<file path="src/rtl/priority_pkg.sv">
// Shared types and helpers for the priority encoder/decoder pair.
package priority_pkg;

  typedef enum logic {
    IDLE   = 1'b0,
    ACTIVE = 1'b1
  } state_e;

  localparam int DEF_CODE_W = 3;
  localparam int DEF_OUT_W  = 8;

  // Widest code/one-hot the helper handles; callers truncate to their own width.
  localparam int CODE_MAX   = 8;
  localparam int ONEHOT_MAX = 256;

  function automatic logic [ONEHOT_MAX-1:0] onehot(input logic [CODE_MAX-1:0] code);
    logic [ONEHOT_MAX-1:0] one_s;
    one_s = {{(ONEHOT_MAX-1){1'b0}}, 1'b1};
    return one_s << code;
  endfunction

endpackage

</file>
<file path="src/rtl/priority_decoder_pend.sv">
// One-entry holding register for a code that arrives while a grant is still being held.
module code_pend_reg
  import priority_pkg::*;
#(
  parameter int CODE_W = DEF_CODE_W
) (
  input  logic              clk,
  input  logic              rst_n,
  input  logic              wr,
  input  logic              clr,
  input  logic [CODE_W-1:0] wr_code,
  output logic              full,
  output logic [CODE_W-1:0] code
);

  logic              full_r;
  logic [CODE_W-1:0] code_r;

  // Pending entry: write wins over clear (the two never coincide in use).
  always_ff @(posedge clk) begin
    if (!rst_n) begin
      full_r <= 1'b0;
      code_r <= '0;
    end else if (wr) begin
      full_r <= 1'b1;
      code_r <= wr_code;
    end else if (clr) begin
      full_r <= 1'b0;
      code_r <= code_r;
    end else begin
      full_r <= full_r;
      code_r <= code_r;
    end
  end

  assign full = full_r;
  assign code = code_r;

endmodule

</file>
<file path="src/rtl/priority_decoder.sv">
// Registered code-to-one-hot grant driver: each accepted code is held for HOLD cycles,
// with a one-entry pending buffer so consecutive grants need no idle gap.
module priority_decoder
  import priority_pkg::*;
#(
  parameter int CODE_W = DEF_CODE_W,
  parameter int OUT_W  = DEF_OUT_W,
  parameter int HOLD   = 4
) (
  input  logic              clk,
  input  logic              rst_n,
  input  logic              in_valid,
  output logic              in_ready,
  input  logic [CODE_W-1:0] in_code,
  output logic [OUT_W-1:0]  out_onehot,
  output logic              out_valid,
  output logic              done,
  output logic              err
);

  localparam int CNT_W = (HOLD > 1) ? $clog2(HOLD) : 1;
  localparam logic [CNT_W-1:0] CNT_LOAD = CNT_W'(HOLD - 1);

  state_e             state_r, state_nxt_s;
  logic [CNT_W-1:0]   cnt_r, cnt_nxt_s;
  logic [OUT_W-1:0]   onehot_r, onehot_nxt_s;
  logic               valid_r, done_r, err_r;
  logic               accept_s, in_range_s;
  logic               pend_full_s, pend_wr_s, pend_clr_s;
  logic [CODE_W-1:0]  pend_code_s;
  logic               load_s;
  logic [CODE_W-1:0]  load_code_s;

  code_pend_reg #(.CODE_W(CODE_W)) u_pend (
    .clk     (clk),
    .rst_n   (rst_n),
    .wr      (pend_wr_s),
    .clr     (pend_clr_s),
    .wr_code (in_code),
    .full    (pend_full_s),
    .code    (pend_code_s)
  );

  assign in_ready   = rst_n & ~pend_full_s;
  assign accept_s   = in_valid & in_ready;
  assign in_range_s = ({1'b0, in_code} < (CODE_W + 1)'(OUT_W));

  // State register and registered outputs.
  always_ff @(posedge clk) begin
    if (!rst_n) begin
      state_r  <= IDLE;
      cnt_r    <= '0;
      onehot_r <= '0;
      valid_r  <= 1'b0;
      done_r   <= 1'b0;
      err_r    <= 1'b0;
    end else begin
      state_r  <= state_nxt_s;
      cnt_r    <= cnt_nxt_s;
      onehot_r <= onehot_nxt_s;
      valid_r  <= (state_nxt_s == ACTIVE);
      done_r   <= (state_nxt_s == ACTIVE) && (cnt_nxt_s == '0);
      err_r    <= accept_s & ~in_range_s;
    end
  end

  // Next-state selection: pending code beats a same-edge bypass at the end of a hold.
  always_comb begin
    load_s      = 1'b0;
    load_code_s = in_code;
    pend_wr_s   = 1'b0;
    pend_clr_s  = 1'b0;
    state_nxt_s = state_r;
    cnt_nxt_s   = cnt_r;
    case (state_r)
      IDLE: begin
        if (accept_s && in_range_s) begin
          load_s = 1'b1;
        end else begin
          load_s = 1'b0;
        end
      end
      ACTIVE: begin
        if (cnt_r != '0) begin
          cnt_nxt_s = cnt_r - CNT_W'(1);
          pend_wr_s = accept_s & in_range_s;
        end else if (pend_full_s) begin
          load_s      = 1'b1;
          load_code_s = pend_code_s;
          pend_clr_s  = 1'b1;
        end else if (accept_s && in_range_s) begin
          load_s = 1'b1;
        end else begin
          state_nxt_s = IDLE;
        end
      end
      default: begin
        state_nxt_s = IDLE;
      end
    endcase
    if (load_s) begin
      state_nxt_s = ACTIVE;
      cnt_nxt_s   = CNT_LOAD;
    end else begin
      cnt_nxt_s = cnt_nxt_s;
    end
  end

  // One-hot for the next cycle; cleared whenever the block returns to IDLE.
  always_comb begin
    onehot_nxt_s = onehot_r;
    if (load_s) begin
      onehot_nxt_s = OUT_W'(onehot(CODE_MAX'(load_code_s)));
    end else if (state_nxt_s == IDLE) begin
      onehot_nxt_s = '0;
    end else begin
      onehot_nxt_s = onehot_r;
    end
  end

  assign out_onehot = onehot_r;
  assign out_valid  = valid_r;
  assign done       = done_r;
  assign err        = err_r;

endmodule

</file>
<file path="config.mk">
export PLATFORM = sky130hd
export DESIGN_NAME = priority_decoder
export DESIGN_NICKNAME = d
export VERILOG_FILES = /design/src/rtl/priority_pkg.sv /design/src/rtl/priority_decoder_pend.sv /design/src/rtl/priority_decoder.sv
export SDC_FILE = /design/constraint.sdc
export NUM_CORES = 1
export LEC_CHECK = 0
export CAP_MARGIN = 0
export CORE_ASPECT_RATIO = 1.1
export CORE_MARGIN = 1.5
export CORE_UTILIZATION = 30
export CTS_BUF_LIST = sky130_fd_sc_hd__clkbuf_16
export CTS_CLUSTER_SIZE = 20
export DETAILED_ROUTE_END_ITERATION = 8
export SYNTH_ARGS = -nofsm -noshare
export SYNTH_HDL_FRONTEND = slang
export SYNTH_HIERARCHICAL = 1
export SYNTH_SLANG_ARGS = --single-unit
</file>
<file path="constraint.sdc">
create_clock -name clk -period 1.4 [get_ports clk]
set_input_delay 0.14 -clock clk [delete_from_list [all_inputs] [get_ports clk]]
set_output_delay 0.14 -clock clk [all_outputs]
set_load 0.02 [all_outputs]
</file>
---- Word level (Yosys, flattened, before mapping) ----
Index checks and enable logic that the tools add are counted.
word-level totals
  flip-flop bits (word level) ............. 16
  input bits .............................. 6
  output and inout port bits .............. 12
cells by class
  add/subtract/negate cells ............... 1
  equality and inequality tests ........... 1
  shifts and indexed selects .............. 1
  mux-type cells .......................... 22
  bitwise logic cells ..................... 4
  reductions and logical operators ........ 4
operator list
  kind                 count
  $mux 8               2
  $mux 1               13
  $mux 3               3
  $shl 1x3->8 const A  1
  $mux 2               3
  $reduce_bool 2->1    2
  $and 1x1->1          2
  $logic_not 2->1      1
  $ne 2x1->1 const B   1
  $not 1->1            2
  $pmux 1 s2           1
  $sub 2x1->2 const B  1
  $logic_and 1x1->1    1

---- Longest topological paths before layout ----
Gate-level depths: netlist of run 1.
  depth in word-level cells ............... 10
  mapped depth ............................ 5
  depth with buffers taken out ............ 4

---- Modules after synthesis ----
The synthesis of run 1 kept the hierarchy.
modules (own cells, without submodules)
  module            times used  cells each  area each (µm²)  sequential area each (µm²)
  priority_decoder  1           66          648.1            240.2
  code_pend_reg     1           12          142.6            80.1

---- Worst setup path before layout of run 1 ----
No wires, ideal clock.
  path kind ............................... reg2reg
  start point ............................. reg, netlist name out_valid
  end point ............................... reg onehot_r[0] (netlist: out_onehot[0])
  library setup time ...................... 0.096 ns
  data arrival time ....................... 1.445 ns
  setup slack ............................. -0.141 ns
  stages on the path, launching flop included .. 5
  path buffers ............................ 1
  clock period less this slack ............ 1.541 ns
  path through ............................ dfxtp_1 -> and4bb_1 -> buf_6 -> mux2_4 -> o41ai_2
RTL lines
  what                  line                    source
  to (signal assigned)  priority_decoder.sv:60  onehot_r <= onehot_nxt_s;
  to (decl)             priority_decoder.sv:26  logic [OUT_W-1:0] onehot_r, onehot_nxt_s;

---- Final worst setup path of run 1 ----
  start point ............................. reg cnt_r[1]
  end point ............................... reg onehot_r[6] (netlist: out_onehot[6])
on the way
  word-level cells in the longest chain between the ends .. 5
  elaborated cells on any way between the ends .. 11
ends and longest elaborated chain
  what                                                   line                                         source
  from (decl)                                            priority_decoder.sv:25                       logic [CNT_W-1:0] cnt_r, cnt_nxt_s;
  from (signal assigned)                                 priority_decoder.sv:59                       cnt_r <= cnt_nxt_s;
  $reduce_bool 2->1 *                                    priority_decoder.sv:84                       if (cnt_r != '0) begin
  $mux 1 / $mux 3 (equally long branches)                priority_decoder.sv:84
  $pmux 1 s2, or another cell as far along               priority_decoder.sv:75                       case (state_r)
  $mux 1 / $shl 1x3->8 (equally long branches)           priority_decoder.sv:101, priority_pkg.sv:19
  $ne 2x1->1 (no line) / $mux 8 (equally long branches)  n/a
Every way passes the cells marked *; elsewhere a longest branch is shown, timed or not.
A chain may end at the register's enable or synchronous reset.

==> run_results.csv, run 1 <==
group,metric,value,unit
synth,ys.flop_type,"dfxtp_1",
route,drc_errors,0,
route,wl_per_cell,12.38,um
synth,synth-compound-area-share,22.15,%
clock_tree,cts_sinks,16,
clock_tree,cts_tree,"yes",
route,drtIter0Drc,11,
global_route,antenna_found_initial,0,
worst_setup_path,worstPathRequired,1.55,ns
global_route,grt_max_degree,13,
global_route,grtUsageTotal,12.93,%
clock_tree,clk_pin_slew,0.05,ns
place,io_buffer_count,16,
die,io_pins,18,
die,fp.dieArea,0.002953,mm^2
cells_and_area,final_nets,111,
worst_setup_path,path_delay_family,"simple AND/OR/NAND/NOR gates",
synth,synth_top_family_by_area,"compound AO/OA/AOI/OAI gates",
hold_path,hold_path_class,"input port to flop",
worst_setup_path,crit_type,"flop to flop",
clock_tree,htree_num_levels,1,
sta,fin_crit,1.393,ns
place,dp_hpwl,1.207,mm
sta,setup_violations,0,
clock_tree,holdBufCountCts,0,
synth,synthXorXnorAreaFrac,0,%
synth,yosys.area_share.simple,18.51,%
global_route,gr-total-overflow,0,
synth,synth_fa_ha_area_share,0,%
clock_tree,root_buffer,"clkbuf_16",
die,core-area,0.002496,mm^2
hold_path,hold_depth,2,
sta,setup_slack,0.007054,ns
die,initial_utilization,31.68,%
clock_tree,clock_latency,0.24,ns
sta,final_max_slew_viol_count,0,
worst_setup_path,cp_num_buf_inv,0,
status,status,"finished, final reports clean",
cells_and_area,drive_gt1_share,32.69,%
synth,synth_seq_cells,16,
route,dr.pass1.iters,4,
route,drt_wl_total,1.671,mm
route,vias,650,
cells_and_area,fin_util,48.07,%
place,gp_congestion,0.7471,
synth,async_flop_share,0,%
route,vias_per_cell,4.815,
worst_setup_path,critPathMaxFanout,5,
power_and_ir_drop,ir_worst_vdd,0.7189,mV
die,die_y,56.85,um
clock_tree,clk_path_buf_depth,2,
worst_setup_path,path_depth,3,
worst_setup_path,cp-end-kind,"flop",
die,fp-row-count,19,
worst_setup_path,cp_data_arrival_time,1.54,ns
clock_tree,cts_buffers,3,
cells_and_area,diodes,0,
sta,clock_skew,0.001105,ns
die,chipWidth,51.95,um
synth,synthDistinctLibCells,25,
synth,syn_inst,78,
worst_setup_path,max_stage_delay,0.38,ns
synth,ys_seq_area_share,40.51,%
cells_and_area,syn2layout_area_growth,51.74,%
sta,hold_viol,0,
synth,synth_edf_count,0,
route,detail-route-antenna-nets,0,
worst_setup_path,rr_worst_depth,3,
sta,final.period_utilization,99.50,%
global_route,grt_pass1_wl,2.849,mm
worst_setup_path,crit_path_cell_trace,"and4bb_4, mux2_4, o41ai_2",
synth,synth.area.mux_share,12.18,%
worst_setup_path,start_kind,"flop",
sta,rsz0062_at_grt,"true",
synth,syn_area_per_cell,10.14,um^2
synth,syn_nets,84,
sta,clock.fmax,0.7179,GHz
power_and_ir_drop,leakagePower,0.0004722,uW
synth,synth_warnings,6,
worst_setup_path,cp_slowest_cell,"and4bb_4",
synth,syn-cell-area,790.8,um^2
place,place_ws,-0.3353,ns
power_and_ir_drop,power_density,994.0,mW/mm^2
global_route,grt_pass1_vias,655,
job,maxCapViolCount,0,
## sequential cells by signal, summed over array words and instances, names as in the netlist
register / cells
cnt_r: 2
u_pend/full: 1
out_onehot: 8
u_pend/code: 3
out_valid: 1
done: 1
## synthesized netlist by cell type, types with 2 or more instances
cell type | count | area [um^2]
nor2b_1 | 8 | 50.05
o21a_1 | 2 | 15.01
mux2i_1 | 7 | 70.07
buf_4 | 4 | 30.03
o41ai_1 | 3 | 26.28
inv_1 | 2 | 7.510
nor2_1 | 3 | 11.26
nand2_1 | 11 | 41.29
a21oi_1 | 3 | 15.01
dfxtp_1 | 16 | 320.3
o41ai_2 | 5 | 81.33
## cell type report
| cell class | count | area, um^2 |
|---|---|---|
| fillers | 235 | 1296 |
| repair buffers | 27 | 242.7 |
| inverters | 2 | 7.507 |
| well taps | 31 | 38.79 |
| clock buffers | 3 | 75.07 |
| clock inverters | 1 | 3.754 |
| flip-flops and latches | 16 | 327.8 |
| multi-input cells | 55 | 504.2 |
## metrics by stage
stage	hold WS [ns]	std cells	power, uW	TNS, ns	instance area (um^2)
6_report	0.3731	135	1193	0	1200
5_1_grt	0.3907	135	1246	-0.2620	1200
4_1_cts	0.3670	134	1200	-0.02687	1146
3_5_place_dp	0.4473	130	634.7	-3.541	1030
3_3_place_gp	0.4374	130	633.8	-3.122	1030
2_1_floorplan	0.2575	78	571.4	0	797.0
## logic make-up after synthesis
kind of cell	Yosys count
buffers and inverters	7
flip-flops	16
AO/OA/AOI/OAI	18
other	1
multiplexers	9
AND/OR/NAND/NOR	27
## power breakdown
group          internal (uW)  switching (uW)  total (uW)
clock                    379             173         552
sequential               471            12.9         484
combinational           77.6            79.5         157
## per-layer routing
| metal | routed length, um | global-route usage (%) | vias up |
|---|---|---|---|
| met2 | 842 | 20.61 | 14 |
| met5 | 0 | 0 | - |
| li1 | - | - | 332 |
| met4 | 30 | 7.143 | 0 |
| met1 | 747 | 16.01 | 299 |
| met3 | 50 | 2.394 | 5 |
## placed cells by master, fill, tap and decap left out, types with 2 or more instances in the layout
cell type and n:
mux2_4 2, nor2_1 3, clkdlybuf4s50_1 13, mux2i_4 4, inv_1 2, a21oi_1 3, o41ai_2 7, dfxtp_1 12
clkbuf_16 3, dfxtp_2 3, buf_4 10, mux2i_1 3, nand2_1 11, o21a_1 2, nor2b_1 8, dlygate4sd2_1 3
## path summary, 6_finish.rpt
path / slack, ns / to / startpoint
worst max-delay path: 0.007 / out_onehot[6] / cnt_r[1]
worst min-delay path: 0.37 / u_pend/full / rst_n
worst max register to register: 0.007 / out_onehot[6] / cnt_r[1]
worst min register to register: 0.45 / done / cnt_r[1]
## what timing repair did
item | 4_1_cts | 5_1_grt
buffers inserted | 0 | 1
endpoints found under the setup margin | 10 | 11
pin swaps | 5 | 0
gates resized for setup | 14 | 7
Power figures use the tool's default switching activity.
==> run 2: changes to the inputs <==
--- a/config.mk
+++ b/config.mk
@@ -7,11 +7,11 @@
 export LEC_CHECK = 0
 export CAP_MARGIN = 0
 export CORE_ASPECT_RATIO = 1.1
-export CORE_MARGIN = 1.5
 export CORE_UTILIZATION = 30
 export CTS_BUF_LIST = sky130_fd_sc_hd__clkbuf_16
 export CTS_CLUSTER_SIZE = 20
 export DETAILED_ROUTE_END_ITERATION = 8
+export PLACE_DENSITY_LB_ADDON = 0.08
 export SYNTH_ARGS = -nofsm -noshare
 export SYNTH_HDL_FRONTEND = slang
 export SYNTH_HIERARCHICAL = 1
==> run_results.csv, run 2 (synthesis gave the netlist of run 1 again) <==
group,metric,value,unit
status,status,"finished, violations left",
status,failed_checks,"negative setup slack",
worst_setup_path,start_kind,"flop",
cells_and_area,seq_area,327.8,um^2
clock_tree,post_cts_buffers,0,
route,drtIter0Drc,7,
sta,clock.fmax,0.7010,GHz
global_route,grt_use_met2,20.30,%
clock_tree,cts_tree,"yes",
global_route,grt_max_degree,13,
sta,setup_slack,-0.02648,ns
sta,fin_crit,1.426,ns
sta,final.period_utilization,101.9,%
power_and_ir_drop,leakagePower,0.0004744,uW
place,io_buffer_count,16,
worst_setup_path,rr_worst_depth,3,
die,fp.dieArea,0.002845,mm^2
place,place_ws,-0.2548,ns
worst_setup_path,worstPathRequired,1.55,ns
die,io_pins,18,
clock_tree,clk_pin_slew,0.05,ns
global_route,gr-max-usage-layer,"met2",
sta,clock_skew,0.002795,ns
global_route,grtUsageTotal,13.45,%
sta,hold_viol,0,
route,wl_per_cell,12.56,um
power_and_ir_drop,power_density,1013,mW/mm^2
worst_setup_path,cp_data_arrival_time,1.58,ns
clock_tree,cts_buffers,3,
route,drt_wl_total,1.708,mm
clock_tree,root_buffer,"clkbuf_16",
die,initial_utilization,31.68,%
route,dr.pass1.iters,4,
cells_and_area,final_nets,112,
route,vias_per_cell,4.831,
job,maxCapViolCount,0,
worst_setup_path,crit_type,"flop to flop",
die,chipWidth,50.95,um
power_and_ir_drop,ir_worst_vdd,0.7826,mV
route,detail-route-antenna-nets,0,
cells_and_area,layout_commonest_cell,"clkdlybuf4s50_1",
sta,rsz0062_at_grt,"true",
clock_tree,clk_path_buf_depth,2,
power_and_ir_drop,power,1212,uW
route,vias,657,
worst_setup_path,critPathMaxFanout,5,
clock_tree,cts_sinks,16,
hold_path,hold_depth,2,
sta,setup_violations,1,
global_route,grt_pass1_vias,614,
clock_tree,clock_latency,0.25,ns
die,core-area,0.002496,mm^2
cells_and_area,diodes,0,
place,placed_cell_area,0.001045,mm^2
hold_path,hold_path_class,"flop to flop",
global_route,antenna_found_initial,0,
clock_tree,htree_num_levels,1,
place,dp_hpwl,1.224,mm
place,gp_congestion,0.7170,
die,fp-row-count,19,
global_route,grt_use_met3,3.552,%
die,die_y,55.85,um
cells_and_area,num-fill-cells,244,
global_route,use_met1,17.72,%
cells_and_area,drive_gt1_share,33.33,%
clock_tree,holdBufCountCts,0,
cells_and_area,multi_input_comb_area,495.5,um^2
cells_and_area,layout_common_cells,"clkdlybuf4s50_1 (14), dfxtp_1 (12), buf_4 (12)",
sta,final_max_slew_viol_count,0,
global_route,grt_pass1_wl,2.808,mm
worst_setup_path,cp-end-kind,"flop",
route,drc_errors,0,
cells_and_area,design_area,0.001196,mm^2
cells_and_area,syn2layout_area_growth,51.27,%
cells_and_area,largest_reg_flops,8,
global_route,gr-total-overflow,0,
[run 2: cell types whose count changed in the layout (fill, tap and decap cells not counted), sizes merged]
cell / previous run / this run
clkdlybuf4s50: 13 / 14
buf: 11 / 12
dlygate4sd2: 3 / 2
[run 2: cell type report]
cell class	count	share of cell area (%)
clock inverter	1	0.3138
timing repair buffer	28	20.71
clock buffer	3	6.276
sequential	16	27.41
inverter	2	0.6276
multi-input combinational	55	41.42
tap	31	3.243
[run 2: critical path, cell delays in order (launching register included)]
cell      delay (ns)
dfxtp_2         0.33
and4bb_4        0.39
mux2_4          0.33
o41ai_2         0.27
[run 2: per-layer routing]
layer  vias up  share of wire (%)
met4         0               0.76
met1       307                 46
met3         2                4.3
met2        14                 49
met5         -                  0
li1        334                  -
[run 2: power by group]
part           switching, uW  internal (uW)
clock                    186            379
sequential              12.8            470
combinational           81.4           82.5
[run 2: per-stage QoR]
stage	utilization, %	setup TNS, ns	hold WS (ns)	cells
2_1_floorplan	-	0	0.2575	78
3_3_place_gp	41.85	-2.794	0.4453	132
3_5_place_dp	41.85	-3.005	0.4382	132
4_1_cts	45.96	-0.03578	0.4581	136
5_1_grt	47.92	-0.1859	0.4752	136
6_report	47.92	-0.02648	0.4544	136
[run 2: timing repair]
action,in CTS,in global routing
pin swaps,5,1
hold endpoints to repair,0,0
endpoints found under the setup margin,11,8
resized for setup,12,6
[run 2: path summary, 6_finish.rpt]
check / start / end / slack (ns)
max reg2reg: cnt_r[1] / out_onehot[6] / -0.03
min reg2reg: out_onehot[2] / out_onehot[2] / 0.45
max: cnt_r[1] / out_onehot[6] / -0.03
min: out_onehot[2] / out_onehot[2] / 0.45
==> run 3: changes to the inputs <==
--- a/config.mk
+++ b/config.mk
@@ -14,5 +14,4 @@
 export PLACE_DENSITY_LB_ADDON = 0.08
 export SYNTH_ARGS = -nofsm -noshare
 export SYNTH_HDL_FRONTEND = slang
-export SYNTH_HIERARCHICAL = 1
 export SYNTH_SLANG_ARGS = --single-unit
==> constraint.sdc (replaced) <==
create_clock -name clk -period 1.56 [get_ports clk]
set_input_delay 0.156 -clock clk [delete_from_list [all_inputs] [get_ports clk]]
set_output_delay 0.156 -clock clk [all_outputs]
set_load 0.02 [all_outputs]
==> run_results.csv, run 3 <==
group,metric,value,unit
synth,ys_seq_area_share,39.02,%
place,gp_congestion,0.7587,
place,io_buffer_count,16,
global_route,gr-total-overflow,0,
worst_setup_path,reg2reg_from,"cnt_r[0]",
worst_setup_path,cp-end-kind,"flop",
job,maxCapViolCount,0,
synth,syn_inst,86,
clock_tree,cts_tree,"yes",
global_route,grt_pass1_wl,3.029,mm
synth,synth_top_area_share,39.02,%
sta,setup_violations,0,
worst_setup_path,rr_endpoint,"out_onehot[4]",
place,dp_hpwl,1.275,mm
clock_tree,postCtsResizedCells,1,
synth,syn_area_per_cell,9.544,um^2
power_and_ir_drop,power_density,965.1,mW/mm^2
sta,hold_viol,0,
global_route,grtUsageTotal,13.86,%
sta,clock.fmax,0.6796,GHz
worst_setup_path,rr_worst_depth,3,
clock_tree,cts_buffers,3,
global_route,grt_pass1_vias,666,
cells_and_area,drive_gt1_share,23.89,%
synth,yosysMostFrequentCell,"dfxtp_1",
sta,final.period_utilization,94.33,%
sta,clock_skew,0.004677,ns
worst_setup_path,cp_data_arrival_time,1.61,ns
route,vias,705,
synth,ys.flop_type,"dfxtp_1",
sta,fin_crit,1.472,ns
cells_and_area,diodes,0,
synth,synth_common_cells,"dfxtp_1 (16), nand2_1 (11), a21oi_1 (7)",
worst_setup_path,crit_path_cell_trace,"and4bb_1, mux2_4, o41ai_2",
synth,synth_top_area_cell,"dfxtp_1",
worst_setup_path,start_kind,"flop",
sta,fin_setup_tns,0,ns
die,die_y,56.86,um
synth,syn-cell-area,820.8,um^2
clock_tree,post_cts_buffers,0,
synth,synth_edf_count,0,
sta,final_max_slew_viol_count,0,
die,core-area,0.002544,mm^2
die,initial_utilization,32.27,%
clock_tree,clk_path_buf_depth,2,
sta,rsz0062_at_grt,"false",
hold_path,hp-start,"out_onehot[5]",
cells_and_area,fin_cells,144,
worst_setup_path,crit_type,"flop to flop",
worst_setup_path,cp_slowest_cell,"and4bb_1",
clock_tree,holdBufCountCts,0,
route,vias_per_cell,4.896,
die,fp.dieArea,0.002949,mm^2
cells_and_area,design_area,0.001149,mm^2
global_route,grt_max_degree,16,
route,drtIter0Drc,12,
hold_path,hold_depth,2,
route,dr.pass1.iters,6,
place,dp_cells,140,
place,placed_cell_area,0.001069,mm^2
clock_tree,clk_pin_slew,0.05,ns
cells_and_area,largest_reg_flops,8,
synth,async_flop_share,0,%
route,detail-route-antenna-nets,0,
cells_and_area,final_nets,120,
die,fp-row-count,19,
clock_tree,root_buffer,"clkbuf_16",
die,chipWidth,51.87,um
synth,synth_seq_cells,16,
worst_setup_path,worstPathRequired,1.70,ns
status,status,"finished, final reports clean",
power_and_ir_drop,ir_worst_vdd,0.5225,mV
global_route,antenna_found_initial,0,
hold_path,worstHoldEndpoint,"out_onehot[5]",
cells_and_area,syn2layout_area_growth,39.94,%
synth,synthDistinctLibCells,29,
synth,synth_warnings,0,
hold_path,hold_path_class,"flop to flop",
route,wl_per_cell,11.90,um
worst_setup_path,max_stage_delay,0.40,ns
clock_tree,cts_sinks,16,
power_and_ir_drop,leakagePower,0.0004734,uW
clock_tree,htree_num_levels,1,
synth,synth.area.top_cells,"dfxtp_1 (39%), o41ai_2 (9.9%), buf_6 (5.5%)",
route,drt_wl_total,1.713,mm
synth,syn_nets,92,
die,io_pins,18,
worst_setup_path,r2r_slack,0.09,ns
worst_setup_path,critPathMaxFanout,4,
clock_tree,clock_latency,0.24,ns
route,drc_errors,0,
cells_and_area,layout_common_cells,"dfxtp_1 (15), buf_4 (15), clkdlybuf4s50_1 (14)",
run 3: how the worst max path moves through the flow:
| stage | slack, ns | endpoint | cells after the start | start |
|---|---|---|---|---|
| after floorplan | 0.03 | out_onehot[0] | 5 | out_valid |
| after global placement | -0.02 | out_onehot[3] | 4 | rst_n |
| after detailed placement | -0.08 | out_onehot[3] | 4 | rst_n |
| after CTS | 0.03 | out_valid | 2 | out_valid |
| after global routing | 0.01 | out_onehot[0] | 3 | cnt_r[0] |
| final | 0.09 | out_onehot[4] | 3 | cnt_r[0] |
run 3: power by group:
group	leakage [uW]	switching, uW	internal (uW)
Combinational	0.000305	93.2	86.3
Sequential	0.000130	12.3	425
Clock	0.0000385	152	339
run 3: metrics by stage:
step                setup WS, ns  util (%)  power (uW)  hold slack [ns]
floorplan                0.03335         -       558.4           0.3037
global placement        -0.01912     42.01       627.4           0.4345
detailed placement      -0.07507     42.01       626.1           0.4382
CTS                      0.03287     45.06        1124           0.4590
global route             0.01136     45.15        1161           0.4806
finish                   0.08845     45.15        1109           0.4530
run 3: worst max-delay path: cells and delay by family (launching register included):
kind,cells,cell delay (ns)
AND/OR/NAND/NOR,1,0.40
multiplexers,1,0.37
flip-flops,1,0.32
AO/OA/AOI/OAI,1,0.28
run 3: layout make-up:
type	instances	area [um^2]
clock inverters	1	3.754
inverters	2	7.507
multi-input cells	60	427.9
flip-flops and latches	16	321.6
well taps	31	38.79
fillers	255	1395
clock buffers	3	75.07
repair buffers	31	274.0
run 3: kinds of logic (layout without fill, tap and decap cells):
kind of cell           Yosys count  after routing  synth area share, %
AND/OR/NAND/NOR                 27             27                17.07
AO/OA/AOI/OAI                   26             26                26.53
other                            1              1               0.4569
multiplexers                     6              6                8.079
buffers and inverters           10             37                8.842
flip-flops                      16             16                39.02
run 3: routing by layer:
layer | wire length [um] | up-vias | GRT usage [%] | share of wire (%)
li1 | - | 363 | - | -
met1 | 926 | 326 | 20.49 | 54
met2 | 710 | 14 | 18.50 | 41
met3 | 68 | 2 | 3.523 | 4.0
met4 | 8 | 0 | 5.792 | 0.47
met5 | 0 | - | 0 | 0
